## src/rtl/mac_dot_seq_if.sv

```systemverilog
// Job, operand-stream and result handshake bundle for the dot-product sequencer.
// The feeder/consumer side takes the master modport and the sequencer takes the slave modport.
interface mac_dot_seq_if #(
  parameter int DW = 8,
  parameter int CW = 5,
  parameter int AW = 20
);
  logic          start;
  logic [CW-1:0] len;
  logic          in_valid;
  logic          in_ready;
  logic [DW-1:0] X;
  logic [DW-1:0] Y;
  logic          busy;
  logic          out_valid;
  logic          out_ready;
  logic [AW-1:0] acc_out;
  logic          ovf;

  modport master (
    output start, len, in_valid, X, Y, out_ready,
    input  in_ready, busy, out_valid, acc_out, ovf
  );

  modport slave (
    input  start, len, in_valid, X, Y, out_ready,
    output in_ready, busy, out_valid, acc_out, ovf
  );
endinterface

```

## src/rtl/mac_dot_seq.sv

```systemverilog
// Dot-product sequencer: streams len X/Y pairs through a registered multiply and an accumulator,
// then holds the sum on a valid/ready result port until the consumer takes it.
module mac_dot_seq #(
  parameter int DW    = 8,
  parameter int CW    = 5,
  parameter int N_MAX = 16,
  parameter int AW    = 20
) (
  input  logic          clk,
  input  logic          reset,
  mac_dot_seq_if.slave  bus
);

  typedef enum logic [1:0] {
    IDLE  = 2'd0,
    RUN   = 2'd1,
    DRAIN = 2'd2,
    DONE  = 2'd3
  } state_t;

  localparam logic [CW-1:0] N_MAX_C = CW'(N_MAX);
  localparam logic [CW-1:0] ONE_C   = CW'(1);

  state_t          state_r;
  logic [CW-1:0]   n_r;
  logic [CW-1:0]   count_r;
  logic [2*DW-1:0] prod_r;
  logic            prod_vld_r;
  logic [AW-1:0]   acc_r;
  logic [AW-1:0]   acc_out_r;
  logic            ovf_r;
  logic            in_ready_r;
  logic            busy_r;
  logic            out_valid_r;

  logic [AW:0]     sum_s;
  logic [CW-1:0]   len_clamped_s;
  logic            accept_s;

  // Accumulator adder with carry, length clamp and beat-accept decode.
  always_comb begin
    sum_s         = {1'b0, acc_r} + (AW+1)'(prod_r);
    len_clamped_s = (bus.len > N_MAX_C) ? N_MAX_C : bus.len;
    accept_s      = bus.in_valid & in_ready_r;
  end

  // Sequencer FSM with multiply/accumulate pipeline and registered outputs.
  always_ff @(posedge clk) begin
    if (!reset) begin
      state_r     <= IDLE;
      n_r         <= {CW{1'b0}};
      count_r     <= {CW{1'b0}};
      prod_r      <= {(2*DW){1'b0}};
      prod_vld_r  <= 1'b0;
      acc_r       <= {AW{1'b0}};
      acc_out_r   <= {AW{1'b0}};
      ovf_r       <= 1'b0;
      in_ready_r  <= 1'b0;
      busy_r      <= 1'b0;
      out_valid_r <= 1'b0;
    end else begin
      // The last product lands one edge after its beat, while count already equals n.
      if ((state_r != IDLE) && prod_vld_r) begin
        acc_r <= sum_s[AW-1:0];
        if (sum_s[AW]) begin
          ovf_r <= 1'b1;
        end
      end

      case (state_r)
        IDLE: begin
          prod_vld_r <= 1'b0;
          if (bus.start) begin
            acc_r   <= {AW{1'b0}};
            ovf_r   <= 1'b0;
            count_r <= {CW{1'b0}};
            busy_r  <= 1'b1;
            if (bus.len != {CW{1'b0}}) begin
              n_r        <= len_clamped_s;
              in_ready_r <= 1'b1;
              state_r    <= RUN;
            end else begin
              acc_out_r   <= {AW{1'b0}};
              out_valid_r <= 1'b1;
              state_r     <= DONE;
            end
          end
        end

        RUN: begin
          if (count_r == n_r) begin
            prod_vld_r <= 1'b0;
            state_r    <= DRAIN;
          end else if (accept_s) begin
            prod_r     <= {{DW{1'b0}}, bus.X} * {{DW{1'b0}}, bus.Y};
            prod_vld_r <= 1'b1;
            count_r    <= count_r + ONE_C;
            if (count_r == (n_r - ONE_C)) begin
              in_ready_r <= 1'b0;
            end
          end else begin
            prod_vld_r <= 1'b0;
          end
        end

        DRAIN: begin
          prod_vld_r  <= 1'b0;
          acc_out_r   <= acc_r;
          out_valid_r <= 1'b1;
          state_r     <= DONE;
        end

        DONE: begin
          prod_vld_r <= 1'b0;
          if (out_valid_r && bus.out_ready) begin
            acc_out_r   <= {AW{1'b0}};
            out_valid_r <= 1'b0;
            busy_r      <= 1'b0;
            state_r     <= IDLE;
          end
        end

        default: begin
          prod_vld_r  <= 1'b0;
          in_ready_r  <= 1'b0;
          busy_r      <= 1'b0;
          out_valid_r <= 1'b0;
          acc_out_r   <= {AW{1'b0}};
          state_r     <= IDLE;
        end
      endcase
    end
  end

  assign bus.in_ready  = in_ready_r;
  assign bus.busy      = busy_r;
  assign bus.out_valid = out_valid_r;
  assign bus.acc_out   = acc_out_r;
  assign bus.ovf       = ovf_r;

endmodule

```

## src/flat_wrapper.sv

```systemverilog
// flat-port wrapper written by rule: the top's interface ports become plain ports
module mac_dot_seq_flat 
#(
  parameter int DW    = 8,
  parameter int CW    = 5,
  parameter int N_MAX = 16,
  parameter int AW    = 20
)
  (clk, reset, bus_start, bus_len, bus_in_valid, bus_X, bus_Y, bus_out_ready, bus_in_ready, bus_busy, bus_out_valid, bus_acc_out, bus_ovf);
  mac_dot_seq_if #(.DW(DW), .CW(CW), .AW(AW)) bus_i ();
  input  logic clk;
  input  logic reset;
  input wire logic [$bits(bus_i.start)-1:0] bus_start;
  input wire logic [$bits(bus_i.len)-1:0] bus_len;
  input wire logic [$bits(bus_i.in_valid)-1:0] bus_in_valid;
  input wire logic [$bits(bus_i.X)-1:0] bus_X;
  input wire logic [$bits(bus_i.Y)-1:0] bus_Y;
  input wire logic [$bits(bus_i.out_ready)-1:0] bus_out_ready;
  output wire logic [$bits(bus_i.in_ready)-1:0] bus_in_ready;
  output wire logic [$bits(bus_i.busy)-1:0] bus_busy;
  output wire logic [$bits(bus_i.out_valid)-1:0] bus_out_valid;
  output wire logic [$bits(bus_i.acc_out)-1:0] bus_acc_out;
  output wire logic [$bits(bus_i.ovf)-1:0] bus_ovf;
  assign bus_i.start = bus_start;
  assign bus_i.len = bus_len;
  assign bus_i.in_valid = bus_in_valid;
  assign bus_i.X = bus_X;
  assign bus_i.Y = bus_Y;
  assign bus_i.out_ready = bus_out_ready;
  assign bus_in_ready = bus_i.in_ready;
  assign bus_busy = bus_i.busy;
  assign bus_out_valid = bus_i.out_valid;
  assign bus_acc_out = bus_i.acc_out;
  assign bus_ovf = bus_i.ovf;
  mac_dot_seq #(.DW(DW), .CW(CW), .N_MAX(N_MAX), .AW(AW)) u_core (.clk(clk), .reset(reset), .bus(bus_i));
endmodule
```

## config.mk

```make
export PLATFORM = sky130hd
export DESIGN_NAME = mac_dot_seq_flat
export DESIGN_NICKNAME = d
export VERILOG_FILES = /design/src/rtl/mac_dot_seq_if.sv /design/src/rtl/mac_dot_seq.sv /design/src/flat_wrapper.sv
export SDC_FILE = /design/constraint.sdc
export NUM_CORES = 1
export LEC_CHECK = 0
export BUFFER_PORTS_ARGS = -buffer_cell sky130_fd_sc_hd__buf_2
export CAP_MARGIN = 20
export CORE_ASPECT_RATIO = 1.5
export CORE_MARGIN = 2
export CORE_UTILIZATION = 50
export CTS_CLUSTER_SIZE = 16
export DETAILED_ROUTE_END_ITERATION = 8
export HOLD_SLACK_MARGIN = 0.05
export PLACE_DENSITY = 0.8
export SYNTH_ARGS = -nofsm -noshare
export SYNTH_HDL_FRONTEND = slang
export SYNTH_SLANG_ARGS = --single-unit
export TNS_END_PERCENT = 30
```

## constraint.sdc

```tcl
create_clock -name clk -period 4.3 [get_ports clk]
set_input_delay 0.43 -clock clk [delete_from_list [all_inputs] [get_ports clk]]
set_output_delay 0.43 -clock clk [all_outputs]
set_load 0.01 [all_outputs]
```

==> results_tabular.tex, run 1 <==
\begin{tabular}{lr}
\hline
Metric & Value \\
\hline
\multicolumn{2}{l}{\textbf{Floorplanning}} \\
Placeable core area & 11,900 µm² \\
Floorplan die height & 139 µm \\
Number of primary I/O pins & 50 \\
Horizontal die dimension & 93.8 µm \\
Full die area & 13,000 µm² \\
Initial core utilization & 0.508 \\
Core Rows & 49 \\
\multicolumn{2}{l}{\textbf{Clock tree}} \\
Max clock buf depth & 2 \\
Number of clock sinks & 73 \\
Clock network latency to the later pin of the worst-skew pair & 0.33 ns \\
Number of buffers inserted to repair setup after CTS & 0 \\
Clock tree from TritonCTS & done \\
CTS Buf Count & 9 \\
Resized Gates After CTS & 0 \\
Maximum level of the CTS H-tree & 3 \\
Clock root buffer master & clkbuf\_16 \\
Number of hold buffers added after cts & 0 \\
Clk pin slew, worst setup/hold paths & 0.05 ns \\
\multicolumn{2}{l}{\textbf{Worst setup path}} \\
Category of the critical setup timing path & input pin to flip-flop \\
Worst path max stage delay & 0.55 ns \\
Slowest cell on the critical path & fa\_1 \\
Critical path, cell by cell & buf\_2 > and2\_1 > fa\_1 > inv\_1 > fa\_1 > fa\_1 > fa\_1 > inv\_1 > ha\_1 > o21a\_1 > o31a\_1 > a41o\_1 > o221ai\_1 > or4\_1 > nand3\_1 \\
Worst Path Required & 4.57 ns \\
Crit path max fanout & 5 \\
Worst Path Arrival & 4.35 ns \\
Cell with the most instances on the worst path & fa\_1 \\
Critical Path Sink Type & flip-flop \\
Critical path startpoint category & input pin \\
\multicolumn{2}{l}{\textbf{Route}} \\
DR DRC count & 0 \\
Count of routing violations after the opening detailed-route iteration & 281 \\
DR vias & 5,087 \\
DR pass1 iterations & 4 \\
Post-detailed-route wirelength per cell & 13.7 µm \\
DRT antenna net count & 0 \\
Vias per inst & 5.45 \\
Total routed wirelength & 12,800 µm \\
\multicolumn{2}{l}{\textbf{Synthesis}} \\
Largest cells by area after synthesis & dfxtp\_1 24\%, fa\_1 12\%, ha\_1 12\%, nand2\_1 5.5\%, and2\_1 5.5\% \\
Instance count of the mapped netlist & 717 \\
Count of flip-flops with a built-in enable after synthesis & 0 \\
Seq/Total Area, Yosys & 0.242 \\
Most frequently used flop master after synthesis & dfxtp\_1 \\
Avg Synthesized Cell Area & 8.43 µm² \\
Post-synth design cell area & 6040 µm² \\
Synth warn & 0 \\
Asr flop ratio synth & 0 \\
Cell type with the largest total area after synthesis & dfxtp\_1 \\
Post-synthesis register bit count & 73 \\
Fraction of synthesized cell area taken by the top area cell type & 0.242 \\
Net count of the mapped netlist & 838 \\
Number of distinct library cells after synthesis & 70 \\
\multicolumn{2}{l}{\textbf{Final layout}} \\
Number of diodes added for antenna fixing & 0 \\
Final net count & 898 \\
Area delta synth->final & 13.4\% \\
Final Instance Count excl. Fillers & 934 \\
Layout cells sized above 1 & 0.152 \\
Final core area utilization & 0.576 \\
\multicolumn{2}{l}{\textbf{Timing}} \\
Worst-case headroom to the max-slew limit & 0.456 \\
Skew final & 0.00481 ns \\
Transition at the pin with the smallest max-transition slack & 0.815 ns \\
Clock period minus final worst setup slack & 4.08 ns \\
Highest attainable clock frequency & 245 MHz \\
Hold\_ws & 0.419 ns \\
Worst setup margin & 0.221 ns \\
Period utilisation layout & 0.948 \\
Max Slew Vio Count & 0 \\
Setup repair after global routing missed its margin & no \\
Final setup vio count & 0 \\
Final number of hold-violating endpoints & 0 \\
\multicolumn{2}{l}{\textbf{GRT}} \\
Total global-route track usage & 0.203 \\
Wire length of the first global-routing pass & 21,900 µm \\
Vias in the first global route & 4,969 \\
Initial antenna violation count & 0 \\
Largest net degree at the start of global routing & 46 \\
Final global-route overflow total & 0 \\
\multicolumn{2}{l}{\textbf{Run}} \\
Max\_cap viols & 0 \\
\multicolumn{2}{l}{\textbf{Power}} \\
Total power after layout & 2.71 mW \\
Peak supply drop & 0.190 mV \\
Total power divided by cell area & 396 nW/µm² \\
Leakage power figure & 3.05 nW \\
\multicolumn{2}{l}{\textbf{Place}} \\
Placed wire-length estimate after detailed placement & 10,200 µm \\
Cell count after placement & 919 \\
Routability congestion estimate & 0.855 \\
Post-Place Worst Slack & -0.137 ns \\
Number of input and output port buffers inserted & 49 \\
\multicolumn{2}{l}{\textbf{Hold path}} \\
Min-delay worst type & input pin to flip-flop \\
\multicolumn{2}{l}{\textbf{Outcome}} \\
Status & completed \\
\hline
\end{tabular}
[cells in the final DEF (no fill, tap or decap), types with 8 or more instances in the layout]
master     instances
nor2_1            30
and2_1            53
nand2_1           89
dfxtp_1           73
nand4_1           11
xnor2_1           13
o21ai_0           23
a21o_1             9
xor2_1            15
clkbuf_16          9
fa_1              37
inv_1             56
buf_2             49
a21oi_1           60
nor3_1             8
buf_4             27
ha_1              58
nand3_1           46
[Yosys cell counts (all sizes together) (2+ instances only)]
cell and count:
nor3b 6, a2111oi 2, o21a 2, a31o 4, fa 37, nand3 46
o21bai 4, dfxtp 73, or4 2, buf 10, and3 5, or3 4
or2 2, and4 2, inv 58, clkbuf 17, ha 58, a21oi 61
nand2 90, nand2b 4, nor2b 5, nor3 9, a211oi 11, nand4 12
o21ai 30, nor4 5, xnor2 13, nor2 31, o31ai 3, a221oi 2
a21o 9, a211o 3, o221ai 2, mux2i 3, and2 53, a31oi 7
xor2 15, o211ai 6
[stage by stage]
stage	cell area, µm²	setup TNS, ns
floorplan	6040	0
global placement	6560	-0.0287
detailed placement	6560	-0.204
CTS	6850	0
global route	6850	0
finish	6850	0
[worst paths after layout]
check | start | endpoint | slack, ns | depth (start not counted)
worst max-delay path | bus_X[3] | u_core.prod_r[13] | 0.22 | 15
worst min-delay path | bus_in_valid | u_core.prod_vld_r | 0.42 | 3
worst max register to register | u_core.state_r[0] | u_core.acc_r[19] | 1.83 | 8
worst min register to register | u_core.bus.acc_out[10] | u_core.bus.acc_out[10] | 0.45 | 2
[area by class of cell]
type	instances	area, µm²
Clock inverter	3	40.0
Tap cell	153	191
Inverter	58	218
Timing Repair Buffer	76	448
Clock buffer	12	256
Sequential cell	73	1460
Multi-Input combinational cell	559	4240
Fill cell	1116	5040
[flip-flops by register name (all words and copies together) (netlist names)]
name                  flops
u_core.count_r            5
u_core.bus.in_ready       1
u_core.prod_r            16
u_core.acc_r             20
u_core.bus.acc_out       20
u_core.state_r            2
u_core.bus.busy           1
u_core.n_r                5
u_core.bus.ovf            1
u_core.prod_vld_r         1
u_core.bus.out_valid      1
[where the power goes]
| part | internal (mW) | switching, mW | leakage, nW |
|---|---|---|---|
| Combinational | 0.534 | 0.690 | 2.31 |
| Clock | 0.475 | 0.268 | 0.148 |
| Sequential | 0.711 | 0.0331 | 0.590 |
[routing by layer]
| layer | global-route usage | part of all wire |
|---|---|---|
| met1 | 0.232 | 0.42 |
| met3 | 0.0293 | 0.025 |
| met2 | 0.379 | 0.54 |
| met5 | 0 | 0 |
| met4 | 0.0625 | 0.016 |
[critical path, delay by kind of cell]
family | cells | cell delay [ns]
AO/OA/AOI/OAI | 4 | 0.67
AND/OR/NAND/NOR | 3 | 0.65
adder cells (fa/ha/maj) | 5 | 2.38
buffers and inverters | 3 | 0.22
[cells by family after synthesis]
kind of cell    share of synthesized area
flops                               0.242
mux                               0.00683
xor+xnor                           0.0406
buf+inv                            0.0571
simple gates                        0.235
fa+ha+maj                           0.243
compound gates                      0.177
(Power assumes the default switching activity.)
==> run 2: changes to the inputs <==
--- a/config.mk
+++ b/config.mk
@@ -13,8 +13,8 @@
 export CTS_CLUSTER_SIZE = 16
 export DETAILED_ROUTE_END_ITERATION = 8
 export HOLD_SLACK_MARGIN = 0.05
-export PLACE_DENSITY = 0.8
+export PLACE_DENSITY = 0.78
 export SYNTH_ARGS = -nofsm -noshare
 export SYNTH_HDL_FRONTEND = slang
 export SYNTH_SLANG_ARGS = --single-unit
-export TNS_END_PERCENT = 30
+export TNS_END_PERCENT = 50
==> constraint.sdc (replaced) <==
create_clock -name clk -period 4.9 [get_ports clk]
set_input_delay 0.49 -clock clk [delete_from_list [all_inputs] [get_ports clk]]
set_output_delay 0.49 -clock clk [all_outputs]
set_load 0.01 [all_outputs]
==> results_tabular.tex, run 2 (synthesis results as in run 1) <==
\begin{tabular}{lr}
\hline
Metric & Value \\
\hline
\multicolumn{2}{l}{\textbf{Worst setup path}} \\
Critical path, cell by cell & buf\_2 > and2\_1 > fa\_1 > inv\_1 > fa\_1 > fa\_1 > fa\_1 > inv\_1 > ha\_1 > o21a\_1 > o31a\_1 > a41o\_1 > o221ai\_1 > or4\_1 > nand3\_1 \\
Critical path buffer and inverter count & 3 \\
Worst path max stage delay & 0.54 ns \\
Slowest cell on the critical path & fa\_1 \\
Reg2reg start & u\_core.state\_r[0] \\
Worst Path Arrival & 4.51 ns \\
Critical path startpoint category & input pin \\
Total number of cells along the worst setup path & 15 \\
Endpoint of the worst register-to-register path & u\_core.acc\_r[19] \\
Critical Path Sink Type & flip-flop \\
Worst R2R Path Depth & 8 \\
Worst Path Required & 5.18 ns \\
Category of the critical setup timing path & input pin to flip-flop \\
Cell with the most instances on the worst path & fa\_1 \\
Slack of the worst reg-to-reg path & 2.47 ns \\
Kind of cell adding the most delay to the critical path & adder cells \\
Crit path max fanout & 8 \\
Crit path from & bus\_X[3] \\
\multicolumn{2}{l}{\textbf{Timing}} \\
Max Slew Vio Count & 0 \\
Final number of hold-violating endpoints & 0 \\
Worst-case headroom to the max-slew limit & 0.442 \\
Final total negative setup slack & 0 ns \\
Clock period minus final worst setup slack & 4.23 ns \\
Transition at the pin with the smallest max-transition slack & 0.835 ns \\
Final setup vio count & 0 \\
Period utilisation layout & 0.864 \\
Setup repair after global routing missed its margin & no \\
Highest attainable clock frequency & 236 MHz \\
Skew final & 0.00722 ns \\
\multicolumn{2}{l}{\textbf{Final layout}} \\
Commonest non-fill, non-tap cell in the layout & nand2\_1 \\
Finished layout cell area & 6670 µm² \\
Storage element area & 1460 µm² \\
Number of diodes added for antenna fixing & 0 \\
Layout cells sized above 1 & 0.127 \\
Most used cells in the layout excluding fill and tap cells & 89 x nand2\_1, 73 x dfxtp\_1, 60 x a21oi\_1, 58 x ha\_1, 56 x inv\_1 \\
Multi-input gate area in the final layout & 4240 µm² \\
Final net count & 874 \\
Area delta synth->final & 10.4\% \\
Layout fillers & 1,111 \\
Final Instance Count excl. Fillers & 911 \\
Final core area utilization & 0.561 \\
\multicolumn{2}{l}{\textbf{GRT}} \\
Total global-route track usage & 0.201 \\
Final global-route overflow total & 0 \\
Vias in the first global route & 4,927 \\
Initial antenna violation count & 0 \\
Wire length of the first global-routing pass & 21,700 µm \\
Largest net degree at the start of global routing & 46 \\
\multicolumn{2}{l}{\textbf{Hold path}} \\
Hold endpoint & u\_core.bus.acc\_out[15] \\
Min-delay worst type & flip-flop to flip-flop \\
Worst hold path depth & 2 \\
Launch instance of the worst min-delay path & u\_core.bus.acc\_out[15] \\
\multicolumn{2}{l}{\textbf{Clock tree}} \\
Max clock buf depth & 2 \\
Clock network latency to the later pin of the worst-skew pair & 0.34 ns \\
Number of clock sinks & 73 \\
Resized Gates After CTS & 0 \\
Maximum level of the CTS H-tree & 3 \\
CTS Buf Count & 9 \\
Number of hold buffers added after cts & 0 \\
Clock tree from TritonCTS & done \\
Clock root buffer master & clkbuf\_16 \\
Number of buffers inserted to repair setup after CTS & 0 \\
Clk pin slew, worst setup/hold paths & 0.06 ns \\
\multicolumn{2}{l}{\textbf{Place}} \\
Cell count after placement & 895 \\
Post-DP Area & 6380 µm² \\
Number of input and output port buffers inserted & 49 \\
Placed wire-length estimate after detailed placement & 9810 µm \\
Routability congestion estimate & 0.855 \\
\multicolumn{2}{l}{\textbf{Route}} \\
DRT antenna net count & 0 \\
DR DRC count & 0 \\
Count of routing violations after the opening detailed-route iteration & 144 \\
Total routed wirelength & 12,900 µm \\
Post-detailed-route wirelength per cell & 14.1 µm \\
DR vias & 5,044 \\
DR pass1 iterations & 4 \\
Vias per inst & 5.54 \\
\multicolumn{2}{l}{\textbf{Floorplanning}} \\
Core Rows & 49 \\
Placeable core area & 11,900 µm² \\
Horizontal die dimension & 93.8 µm \\
Number of primary I/O pins & 50 \\
Floorplan die height & 139 µm \\
Initial core utilization & 0.508 \\
Full die area & 13,000 µm² \\
\multicolumn{2}{l}{\textbf{Power}} \\
Total power after layout & 2.30 mW \\
Total power divided by cell area & 345 nW/µm² \\
Leakage power figure & 2.93 nW \\
Peak supply drop & 0.184 mV \\
\multicolumn{2}{l}{\textbf{Run}} \\
Max\_cap viols & 0 \\
\multicolumn{2}{l}{\textbf{Outcome}} \\
Status & completed \\
\hline
\end{tabular}
==> run 2: worst max-delay path by stage <==
stage / to / slack [ns]
after detailed placement: u_core.prod_r[13] / 0.33
after floorplan: u_core.prod_r[13] / 0.69
after global placement: u_core.prod_r[13] / 0.42
after CTS: u_core.prod_r[13] / 0.67
final: u_core.prod_r[13] / 0.67
after global routing: u_core.prod_r[13] / 0.50
==> run 2: layout make-up <==
cell class	instances	share of cell area
Clock buffer	10	0.0343
Timing Repair Buffer	52	0.0401
Clock inverter	6	0.0101
Tap cell	153	0.0287
Multi-Input combinational cell	559	0.635
Inverter	58	0.0326
Sequential cell	73	0.219
==> run 2: per-stage QoR <==
stage	setup WS, ns	hold WS [ns]
final	0.666	0.447
after global routing	0.496	0.471
after CTS	0.674	0.449
after detailed placement	0.329	0.441
after global placement	0.415	0.435
after floorplan	0.690	0.436
==> run 2: worst min-delay path: stages, from the launching register on <==
cell and delay, ns:
dfxtp_1 0.30, nand2_1 0.05, a21oi_1 0.05
==> run 2: per-layer routing <==
layer	vias up	track usage	routed length, µm
met3	9	0.0310	388
met5	-	0	0
met2	80	0.374	6840
li1	2556	-	-
met4	0	0.0587	147
met1	2399	0.231	5480
==> run 2: where the power goes <==
| part | internal, mW | leakage [nW] | total, mW | switching, mW |
|---|---|---|---|---|
| logic | 0.403 | 2.20 | 0.997 | 0.594 |
| registers | 0.623 | 0.590 | 0.653 | 0.0296 |
| clock network | 0.396 | 0.139 | 0.655 | 0.259 |
| total | 1.42 | 2.93 | 2.30 | 0.883 |
==> run 3: changes to the inputs <==
--- a/config.mk
+++ b/config.mk
@@ -7,7 +7,7 @@
 export LEC_CHECK = 0
 export BUFFER_PORTS_ARGS = -buffer_cell sky130_fd_sc_hd__buf_2
 export CAP_MARGIN = 20
-export CORE_ASPECT_RATIO = 1.5
+export CORE_ASPECT_RATIO = 2
 export CORE_MARGIN = 2
 export CORE_UTILIZATION = 50
 export CTS_CLUSTER_SIZE = 16
==> results_tabular.tex, run 3 (synthesis results as in run 1) <==
\begin{tabular}{lr}
\hline
Metric & Value \\
\hline
\multicolumn{2}{l}{\textbf{Timing}} \\
Period utilisation layout & 0.878 \\
Setup repair after global routing missed its margin & no \\
Final setup vio count & 0 \\
Max Slew Vio Count & 0 \\
Skew final & 0.0104 ns \\
Final number of hold-violating endpoints & 0 \\
Highest attainable clock frequency & 232 MHz \\
Transition at the pin with the smallest max-transition slack & 0.843 ns \\
Worst-case headroom to the max-slew limit & 0.437 \\
Clock period minus final worst setup slack & 4.30 ns \\
Final total negative setup slack & 0 ns \\
\multicolumn{2}{l}{\textbf{Power}} \\
Peak supply drop & 0.241 mV \\
Total power divided by cell area & 349 nW/µm² \\
Leakage power figure & 2.93 nW \\
Total power after layout & 2.32 mW \\
\multicolumn{2}{l}{\textbf{Worst setup path}} \\
Slowest cell on the critical path & fa\_1 \\
Crit path max fanout & 8 \\
Critical path buffer and inverter count & 3 \\
Cell with the most instances on the worst path & fa\_1 \\
Worst Path Arrival & 4.58 ns \\
Category of the critical setup timing path & input pin to flip-flop \\
Worst Path Required & 5.18 ns \\
Critical path startpoint category & input pin \\
Reg2reg start & u\_core.state\_r[0] \\
Kind of cell adding the most delay to the critical path & adder cells \\
Slack of the worst reg-to-reg path & 2.41 ns \\
Critical path, cell by cell & buf\_2 > and2\_1 > fa\_1 > inv\_1 > fa\_1 > fa\_1 > fa\_1 > inv\_1 > ha\_1 > o21a\_1 > o31a\_1 > a41o\_1 > o221ai\_1 > or4\_1 > nand3\_1 \\
Critical Path Sink Type & flip-flop \\
Worst path max stage delay & 0.55 ns \\
Crit path from & bus\_X[3] \\
\multicolumn{2}{l}{\textbf{Floorplanning}} \\
Full die area & 13,000 µm² \\
Core Rows & 56 \\
Number of primary I/O pins & 50 \\
Horizontal die dimension & 81.7 µm \\
Floorplan die height & 159 µm \\
Placeable core area & 11,800 µm² \\
Initial core utilization & 0.513 \\
\multicolumn{2}{l}{\textbf{Final layout}} \\
Layout fillers & 1,066 \\
Number of diodes added for antenna fixing & 0 \\
Area delta synth->final & 10.1\% \\
Most used cells in the layout excluding fill and tap cells & 89 x nand2\_1, 73 x dfxtp\_1, 60 x a21oi\_1, 58 x ha\_1, 56 x inv\_1 \\
Commonest non-fill, non-tap cell in the layout & nand2\_1 \\
Storage element area & 1460 µm² \\
Layout cells sized above 1 & 0.125 \\
Final net count & 874 \\
Multi-input gate area in the final layout & 4240 µm² \\
\multicolumn{2}{l}{\textbf{Clock tree}} \\
Resized Gates After CTS & 0 \\
Number of clock sinks & 73 \\
Clk pin slew, worst setup/hold paths & 0.06 ns \\
CTS Buf Count & 9 \\
Clock tree from TritonCTS & done \\
Clock root buffer master & clkbuf\_16 \\
Number of buffers inserted to repair setup after CTS & 0 \\
Max clock buf depth & 2 \\
Number of hold buffers added after cts & 0 \\
Clock network latency to the later pin of the worst-skew pair & 0.34 ns \\
Maximum level of the CTS H-tree & 3 \\
\multicolumn{2}{l}{\textbf{GRT}} \\
Total global-route track usage & 0.224 \\
Vias in the first global route & 5,263 \\
Wire length of the first global-routing pass & 23,400 µm \\
Initial antenna violation count & 0 \\
Final global-route overflow total & 0 \\
Largest net degree at the start of global routing & 46 \\
\multicolumn{2}{l}{\textbf{Route}} \\
Post-detailed-route wirelength per cell & 15.3 µm \\
Count of routing violations after the opening detailed-route iteration & 265 \\
Total routed wirelength & 13,800 µm \\
DRT antenna net count & 0 \\
DR pass1 iterations & 6 \\
Vias per inst & 5.76 \\
DR DRC count & 0 \\
DR vias & 5,199 \\
\multicolumn{2}{l}{\textbf{Run}} \\
Max\_cap viols & 0 \\
\multicolumn{2}{l}{\textbf{Place}} \\
Routability congestion estimate & 0.918 \\
Placed wire-length estimate after detailed placement & 10,800 µm \\
Number of input and output port buffers inserted & 49 \\
\multicolumn{2}{l}{\textbf{Hold path}} \\
Min-delay worst type & flip-flop to flip-flop \\
Launch instance of the worst min-delay path & u\_core.bus.acc\_out[12] \\
\multicolumn{2}{l}{\textbf{Outcome}} \\
Status & completed \\
\hline
\end{tabular}
-- run 3: where the power goes --
part / switching [mW] / internal (mW) / total, mW
Sequential: 0.0323 / 0.623 / 0.656
Combinational: 0.613 / 0.405 / 1.02
Clock: 0.254 / 0.393 / 0.648
-- run 3: worst paths after layout --
| path | endpoint | cells past startpoint |
|---|---|---|
| worst max-delay path | u_core.prod_r[13] | 15 |
| worst min register to register | u_core.bus.acc_out[12] | 2 |
| worst min-delay path | u_core.bus.acc_out[12] | 2 |
| worst max register to register | u_core.acc_r[19] | 8 |
-- run 3: layer usage --
metal	wire length, µm	track usage
met5	0	0
met4	449	0.102
met3	305	0.0323
met2	7830	0.425
met1	5220	0.228
-- run 3: worst reg2reg max path, stage by stage, from the launching register on --
cell and delay [ns]:
dfxtp_1 0.33, inv_1 0.11, ha_1 0.44, inv_2 0.12
nand2_1 0.60, nor3_1 0.12, nor3b_1 0.17, nor3_1 0.30
mux2i_1 0.22
-- run 3: cell type report --
class	instances	area share
sequential	73	0.220
tap	145	0.0273
clock inverter	5	0.00846
multi-input combinational	559	0.637
clock buffer	11	0.0350
inverter	58	0.0327
timing repair buffer	52	0.0402
-- run 3: through the flow --
stage          instance area, µm²  utilization  instances  setup slack, ns  hold slack (ns)
2_1_floorplan                6040            -        717            0.690            0.436
3_3_place_gp                 6370        0.541        887            0.405            0.434
3_5_place_dp                 6370        0.541        887            0.295            0.442
6_report                     6660        0.565        903            0.598            0.450
5_1_grt                      6660        0.565        903            0.485            0.473
4_1_cts                      6660        0.565        903            0.630            0.449
